<file path="src/rtl/pipe_pkg.sv">
// pipe_pkg: shared pipeline constants and the control struct that stages pack into their payload.
//   RD_W_DEF    default destination register index width
//   X0          index of the hard-wired zero register, also the reset value of rd
//   pipe_ctrl_t per-instruction control bits (reg_write, mem_to_reg, mem_read, mem_write)
package pipe_pkg;
    localparam int RD_W_DEF = 5;
    localparam logic [RD_W_DEF-1:0] X0 = '0;
    typedef struct packed {
        logic reg_write;
        logic mem_to_reg;
        logic mem_read;
        logic mem_write;
    } pipe_ctrl_t;
endpackage

</file>
<file path="src/rtl/pipe_stage_reg_if.sv">
// pipe_stage_reg_if: valid/ready handshake carrying a payload word and destination register index.
//   valid  entry valid (producer -> consumer)
//   ready  consumer accepts (consumer -> producer)
//   data   payload, DATA_W bits
//   rd     destination register index, RD_W bits
//   master modport drives valid/data/rd; slave modport drives ready.
interface pipe_stage_reg_if
    import pipe_pkg::*;
#(
    parameter int DATA_W = 64,
    parameter int RD_W   = RD_W_DEF
);
    logic              valid;
    logic              ready;
    logic [DATA_W-1:0] data;
    logic [RD_W-1:0]   rd;
    modport master (output valid, data, rd, input ready);
    modport slave  (input valid, data, rd, output ready);
endinterface

</file>
<file path="src/rtl/pipe_skid_slot.sv">
// pipe_skid_slot: one payload+rd register with a valid bit, used as the overflow entry of a stage.
//   clk_i, rst_i   clock, asynchronous active-high reset
//   clear          drop the held entry (highest priority)
//   load           capture data/rd and mark valid
//   unload         entry has moved on, mark empty
//   data, rd       entry to capture
//   valid, data_q, rd_q  held entry
module pipe_skid_slot
    import pipe_pkg::*;
#(
    parameter int DATA_W = 64,
    parameter int RD_W   = RD_W_DEF
) (
    input  logic              clk_i,
    input  logic              rst_i,
    input  logic              clear,
    input  logic              load,
    input  logic              unload,
    input  logic [DATA_W-1:0] data,
    input  logic [RD_W-1:0]   rd,
    output logic              valid,
    output logic [DATA_W-1:0] data_q,
    output logic [RD_W-1:0]   rd_q
);
    always_ff @(posedge clk_i or posedge rst_i) begin
        if (rst_i) begin
            valid  <= 1'b0;
            data_q <= '0;
            rd_q   <= RD_W'(X0);
        end else begin
            if (clear) valid <= 1'b0;
            else if (load) valid <= 1'b1;
            else if (unload) valid <= 1'b0;
            if (load) begin
                data_q <= data;
                rd_q   <= rd;
            end
        end
    end
endmodule

</file>
<file path="src/rtl/pipe_stage_reg.sv">
// pipe_stage_reg: elastic pipeline register between stages with stall, flush and a stall counter.
//   clk_i        clock, rising edge
//   rst_i        asynchronous active-high reset
//   flush_i      kill held and incoming entries
//   stall_i      hold stage contents
//   up           upstream handshake (slave): valid/data/rd in, ready out
//   dn           downstream handshake (master): valid/data/rd out, ready in
//   stall_cnt_o  saturating count of edges with stall_i or a blocked output
// Build option PIPE_SKID_EN: adds a second entry so ready is registered (no ready_i->ready_o path).
module pipe_stage_reg
    import pipe_pkg::*;
#(
    parameter int DATA_W = 64,
    parameter int RD_W   = RD_W_DEF,
    parameter int CNT_W  = 16
) (
    input  logic                     clk_i,
    input  logic                     rst_i,
    input  logic                     flush_i,
    input  logic                     stall_i,
    pipe_stage_reg_if.slave          up,
    pipe_stage_reg_if.master         dn,
    output logic [CNT_W-1:0]         stall_cnt_o
);
    logic              valid_q;
    logic [DATA_W-1:0] data_q;
    logic [RD_W-1:0]   rd_q;
    logic              accept;
    logic              advance;
    logic              take;
    logic [DATA_W-1:0] src_data;
    logic [RD_W-1:0]   src_rd;

    assign dn.valid = valid_q;
    assign dn.data  = data_q;
    assign dn.rd    = rd_q;
    assign accept   = up.valid & up.ready;
    // main slot may be rewritten this edge: empty or draining, and not stalled
    assign advance  = ~stall_i & (~valid_q | dn.ready);

`ifdef PIPE_SKID_EN
    logic              skid_v;
    logic [DATA_W-1:0] skid_d;
    logic [RD_W-1:0]   skid_r;

    // skid_v is a flop, so ready never depends on dn.ready
    assign up.ready = ~stall_i & ~skid_v;
    // the skid entry is older than anything arriving, so it refills the main slot first
    assign take     = skid_v | accept;
    assign src_data = skid_v ? skid_d : up.data;
    assign src_rd   = skid_v ? skid_r : up.rd;

    pipe_skid_slot #(.DATA_W(DATA_W), .RD_W(RD_W)) u_skid (
        .clk_i  (clk_i),
        .rst_i  (rst_i),
        .clear  (flush_i),
        .load   (accept & ~advance),
        .unload (advance & skid_v),
        .data   (up.data),
        .rd     (up.rd),
        .valid  (skid_v),
        .data_q (skid_d),
        .rd_q   (skid_r)
    );
`else
    assign up.ready = advance;
    assign take     = accept;
    assign src_data = up.data;
    assign src_rd   = up.rd;
`endif

    // data_q/rd_q are left untouched on flush and bubbles; valid_q alone qualifies them
    always_ff @(posedge clk_i or posedge rst_i) begin
        if (rst_i) begin
            valid_q <= 1'b0;
            data_q  <= '0;
            rd_q    <= RD_W'(X0);
        end else if (flush_i) begin
            valid_q <= 1'b0;
        end else if (advance) begin
            valid_q <= take;
            if (take) begin
                data_q <= src_data;
                rd_q   <= src_rd;
            end
        end
    end

    always_ff @(posedge clk_i or posedge rst_i) begin
        if (rst_i) stall_cnt_o <= '0;
        else if ((stall_i | (valid_q & ~dn.ready)) & ~&stall_cnt_o) stall_cnt_o <= stall_cnt_o + CNT_W'(1);
    end
endmodule

</file>
<file path="src/flat_wrapper.sv">
// flat-port wrapper written by rule: the top's interface ports become plain ports
module pipe_stage_reg_flat import pipe_pkg::*;
#(
    parameter int DATA_W = 64,
    parameter int RD_W   = RD_W_DEF,
    parameter int CNT_W  = 16
)
  (clk_i, rst_i, flush_i, stall_i, stall_cnt_o, up_valid, up_data, up_rd, up_ready, dn_valid, dn_data, dn_rd, dn_ready);
  pipe_stage_reg_if #(.DATA_W(DATA_W), .RD_W(RD_W)) up_i ();
  pipe_stage_reg_if #(.DATA_W(DATA_W), .RD_W(RD_W)) dn_i ();
  input  logic clk_i;
  input  logic rst_i;
  input  logic flush_i;
  input  logic stall_i;
  output logic [CNT_W-1:0] stall_cnt_o;
  input wire logic [$bits(up_i.valid)-1:0] up_valid;
  input wire logic [$bits(up_i.data)-1:0] up_data;
  input wire logic [$bits(up_i.rd)-1:0] up_rd;
  output wire logic [$bits(up_i.ready)-1:0] up_ready;
  output wire logic [$bits(dn_i.valid)-1:0] dn_valid;
  output wire logic [$bits(dn_i.data)-1:0] dn_data;
  output wire logic [$bits(dn_i.rd)-1:0] dn_rd;
  input wire logic [$bits(dn_i.ready)-1:0] dn_ready;
  assign up_i.valid = up_valid;
  assign up_i.data = up_data;
  assign up_i.rd = up_rd;
  assign up_ready = up_i.ready;
  assign dn_valid = dn_i.valid;
  assign dn_data = dn_i.data;
  assign dn_rd = dn_i.rd;
  assign dn_i.ready = dn_ready;
  pipe_stage_reg #(.DATA_W(DATA_W), .RD_W(RD_W), .CNT_W(CNT_W)) u_core (.clk_i(clk_i), .rst_i(rst_i), .flush_i(flush_i), .stall_i(stall_i), .up(up_i), .dn(dn_i), .stall_cnt_o(stall_cnt_o));
endmodule
</file>
<file path="config.mk">
export PLATFORM = sky130hd
export DESIGN_NAME = pipe_stage_reg_flat
export DESIGN_NICKNAME = d
export VERILOG_FILES = /design/src/rtl/pipe_pkg.sv /design/src/rtl/pipe_stage_reg_if.sv /design/src/rtl/pipe_skid_slot.sv /design/src/rtl/pipe_stage_reg.sv /design/src/flat_wrapper.sv
export SDC_FILE = /design/constraint.sdc
export NUM_CORES = 1
export LEC_CHECK = 0
export ABC_AREA = 1
export CORE_ASPECT_RATIO = 0.75
export CORE_MARGIN = 1
export CORE_UTILIZATION = 43
export CTS_CLUSTER_SIZE = 24
export DETAILED_ROUTE_END_ITERATION = 10
export PLACE_DENSITY = 0.8
export SETUP_SLACK_MARGIN = 0.15
export SLEW_MARGIN = 25
export SYNTH_ARGS = -nofsm -noshare
export SYNTH_HDL_FRONTEND = slang
export SYNTH_SLANG_ARGS = --single-unit
</file>
<file path="constraint.sdc">
create_clock -name clk_i -period 3.4 [get_ports clk_i]
set_clock_uncertainty 0.2 [all_clocks]
set_input_delay 0.34 -clock clk_i [delete_from_list [all_inputs] [get_ports clk_i]]
set_output_delay 0.34 -clock clk_i [all_outputs]
set_load 0.05 [all_outputs]
</file>
==> impl_metrics.ini <==
[cts]
clock_path_buffers = 2
cts_tree = yes
cts_max_level = 3
post-cts-setup-buffer-count = 0
insertion_delay_ps = 330
ctsHoldBuffers = 0
cts_buffers = 9
cts.sinks = 86
cts_resized = 0
clkTransAtPathRegs_ps = 60
cts_root_buffer = clkbuf_16

[synth]
syn_inst = 452
synth_xor_area_frac = 0.0110
synth_cell_types = 25
ys_ff_latch = 86
yosys-top-cells-area = dfrtp_1, nand2_1, inv_1
yosysSeqAreaShare = 0.542
synth_top_cell_by_area = dfrtp_1
synth_top_area_share = 0.542
synthAdderAreaFrac = 0.00315
synth_top_family_by_area = simple AND/OR/NAND/NOR gates
syn_area_um2 = 3970
syn_nets = 528
synth-compound-area-share = 0.122
synth-simple-area-share = 0.193
synth_mux_area_frac = 0
syn_area_per_cell_um2 = 8.78
yosys_warnings = 0

[placement]
portBuffers = 161
gp_congestion = 0.851
dp_hpwl_um = 6910
dp_cells = 708

[floorplanning]
die_area_um2 = 9620
pin_count = 162
die_x_um = 113
coreArea_um2 = 8710
die_height_um = 85.2
start_util = 0.456
placement_rows = 29

[power_and_ir_drop]
ir_drop_mv = 0.458
power.leakage_nw = 2.90
power.density_nw_per_um2 = 611

[setup_path]
cp-start-kind = input port
cpMostUsedCell = clkdlybuf4s50_1
crit_required_ps = 2860
rr_startpoint = u_core.dn.valid$_DFFE_PP0P_
crit_type = input port to output pin
cp_cell_sequence = clkdlybuf4s50_1 > inv_1 > nand2_1 > nand2_2 > inv_4 > clkdlybuf4s50_1
arrival_ps = 1940
cp_max_fo = 5
cp-end-kind = output pin
cp_slowest_cell = clkdlybuf4s50_1
crit_start = dn_ready
slowest_delay_ps = 810

[cells_and_area]
filler_cell_count = 710
drive_above_1_share = 0.114
syn2layout_area_growth_pct = 48.4
diodes = 0
finalNetCount = 687
fin_cells = 724

[route]
drtIter0Drc = 160
wirelength_um = 9310
post_drt_via_cell_ratio = 4.61
route.detailed.drc = 0
firstDrtPassIters = 4
num_vias = 3337
antenna_left = 0
routed.top_layer = met4
met2_length_um = 4350
met1_length_um = 3970
wire_per_inst_um = 12.9
wl_met3_um = 895

[global_routing]
grt_max_degree = 65
grt-ovfl-total = 0
grt_pass1_wl_um = 15700
antenna_found_initial = 0
grt_pass1_vias = 3238
grt.total_usage = 0.210

[timing]
finalHoldViolations = 0
finalSetupViolCount = 0
tns_ps = 0
grt_setup_unrepaired = no
layout_worst_path_cycle_share = 0.730
period_minus_slack_ps = 2480
tightest_slew_ps = 698
fmax_ghz = 0.403
slew_headroom = 0.534
drv_slew = 0

[min_path]
worstHoldPathType = input port to asynchronous set/reset pin

[job]
maxCapViolations = 0

[status]
run_status = finished clean
==> worst max-delay path: cells and delay by family <==
family,cells,cell delay [ps]
buf+inv,4,1430
simple gates,2,180
==> cells by family after synthesis <==
group,count (synthesis)
flip-flops,86
AND/OR/NAND/NOR,179
AO/OA/AOI/OAI,73
buffers and inverters,108
adder cells (fa/ha/maj),1
XOR/XNOR,5
==> worst paths after layout <==
path                                                  endpoint  slack [ps]  depth (start not counted)
worst min register to register  u_core.dn.data[48]$_DFFE_PP0P_         280                          2
worst min-delay path            u_core.dn.data[18]$_DFFE_PP0P_         220                          2
worst max register to register  u_core.dn.data[13]$_DFFE_PP0P_        1360                          7
worst max-delay path                                  up_ready         920                          6
max in group asynchronous        u_core.dn.data[6]$_DFFE_PP0P_        2090                          3
min in group clk_i              u_core.dn.data[48]$_DFFE_PP0P_         280                          2
==> metal layers <==
metal | GRT usage | vias up
li1 | - | 1682
met1 | 0.259 | 1531
met2 | 0.334 | 116
met3 | 0.0950 | 8
met4 | 0.0574 | 0
met5 | 0 | -
==> flip-flops by register name (all words and copies together) (netlist names) <==
name,flops
u_core.dn.data,64
u_core.dn.rd,5
u_core.dn.valid,1
u_core.stall_cnt_o,16
==> synthesized netlist by cell type <==
| library cell | number |
|---|---|
| xnor2_1 | 3 |
| clkbuf_1 | 2 |
| nor2_2 | 4 |
| nand3b_1 | 1 |
| dfrtp_1 | 86 |
| xor2_1 | 2 |
| nand2_4 | 2 |
| nand3_4 | 1 |
| o21ai_1 | 25 |
| nand4_1 | 8 |
| nor2_4 | 1 |
| buf_6 | 11 |
| nor2_1 | 13 |
| o21ai_0 | 16 |
| ha_1 | 1 |
| nand2_2 | 3 |
| nand3_1 | 7 |
| inv_1 | 85 |
| buf_8 | 1 |
| nand2_1 | 138 |
| inv_4 | 1 |
| o21ai_2 | 32 |
| nand3_2 | 1 |
| buf_4 | 2 |
| inv_2 | 6 |
==> layout by cell type, fill, tap and decap left out <==
master | Yosys | final
clkdlybuf4s50_1 | 0 | 161
nand2_1 | 138 | 138
dfrtp_1 | 86 | 86
inv_1 | 85 | 84
o21ai_2 | 32 | 32
o21ai_1 | 25 | 25
o21ai_0 | 16 | 16
nor2_1 | 13 | 13
clkbuf_16 | 0 | 9
nand4_1 | 8 | 8
nand3_1 | 7 | 7
inv_2 | 6 | 6
nor2_2 | 4 | 4
nand2_2 | 3 | 3
clkinv_2 | 0 | 3
xnor2_1 | 3 | 3
clkbuf_8 | 0 | 3
nand2_4 | 2 | 2
xor2_1 | 2 | 2
buf_12 | 0 | 2
inv_4 | 1 | 1
nand3_4 | 1 | 1
nand3_2 | 1 | 1
nor2_4 | 1 | 1
nand3b_1 | 1 | 1
ha_1 | 1 | 1
clkbuf_1 | 2 | 1
clkinvlp_4 | 0 | 1
buf_4 | 2 | 1
==> layout make-up <==
type | instances | area [µm²] | share of cell area
clock buffer | 13 | 270 | 0.0459
clock inverter | 3 | 17.5 | 0.00297
inverter | 92 | 349 | 0.0593
multi-input combinational | 258 | 1310 | 0.222
sequential | 86 | 2150 | 0.365
tap | 108 | 135 | 0.0229
timing repair buffer | 164 | 1660 | 0.282
==> metrics by stage <==
| step | hold slack (ps) | area [µm²] | setup slack (ps) | utilization | power (mW) |
|---|---|---|---|---|---|
| CTS | 249 | 5890 | 911 | 0.676 | 3.63 |
| global placement | 263 | 5600 | 953 | 0.643 | 2.67 |
| floorplan | 270 | 3970 | 638 | - | 2.19 |
| global route | 291 | 5890 | 861 | 0.676 | 3.77 |
| finish | 216 | 5890 | 920 | 0.676 | 3.60 |
| detailed placement | 266 | 5600 | 911 | 0.643 | 2.69 |
==> power by group <==
part	internal, mW	switching, mW	total [mW]	leakage [nW]
Sequential	1.19	0.122	1.32	1.09
Clock	0.552	0.375	0.928	0.142
Combinational	0.474	0.881	1.36	1.67
Total	2.22	1.38	3.60	2.90
No activity file was read; power rests on OpenSTA's default activity.
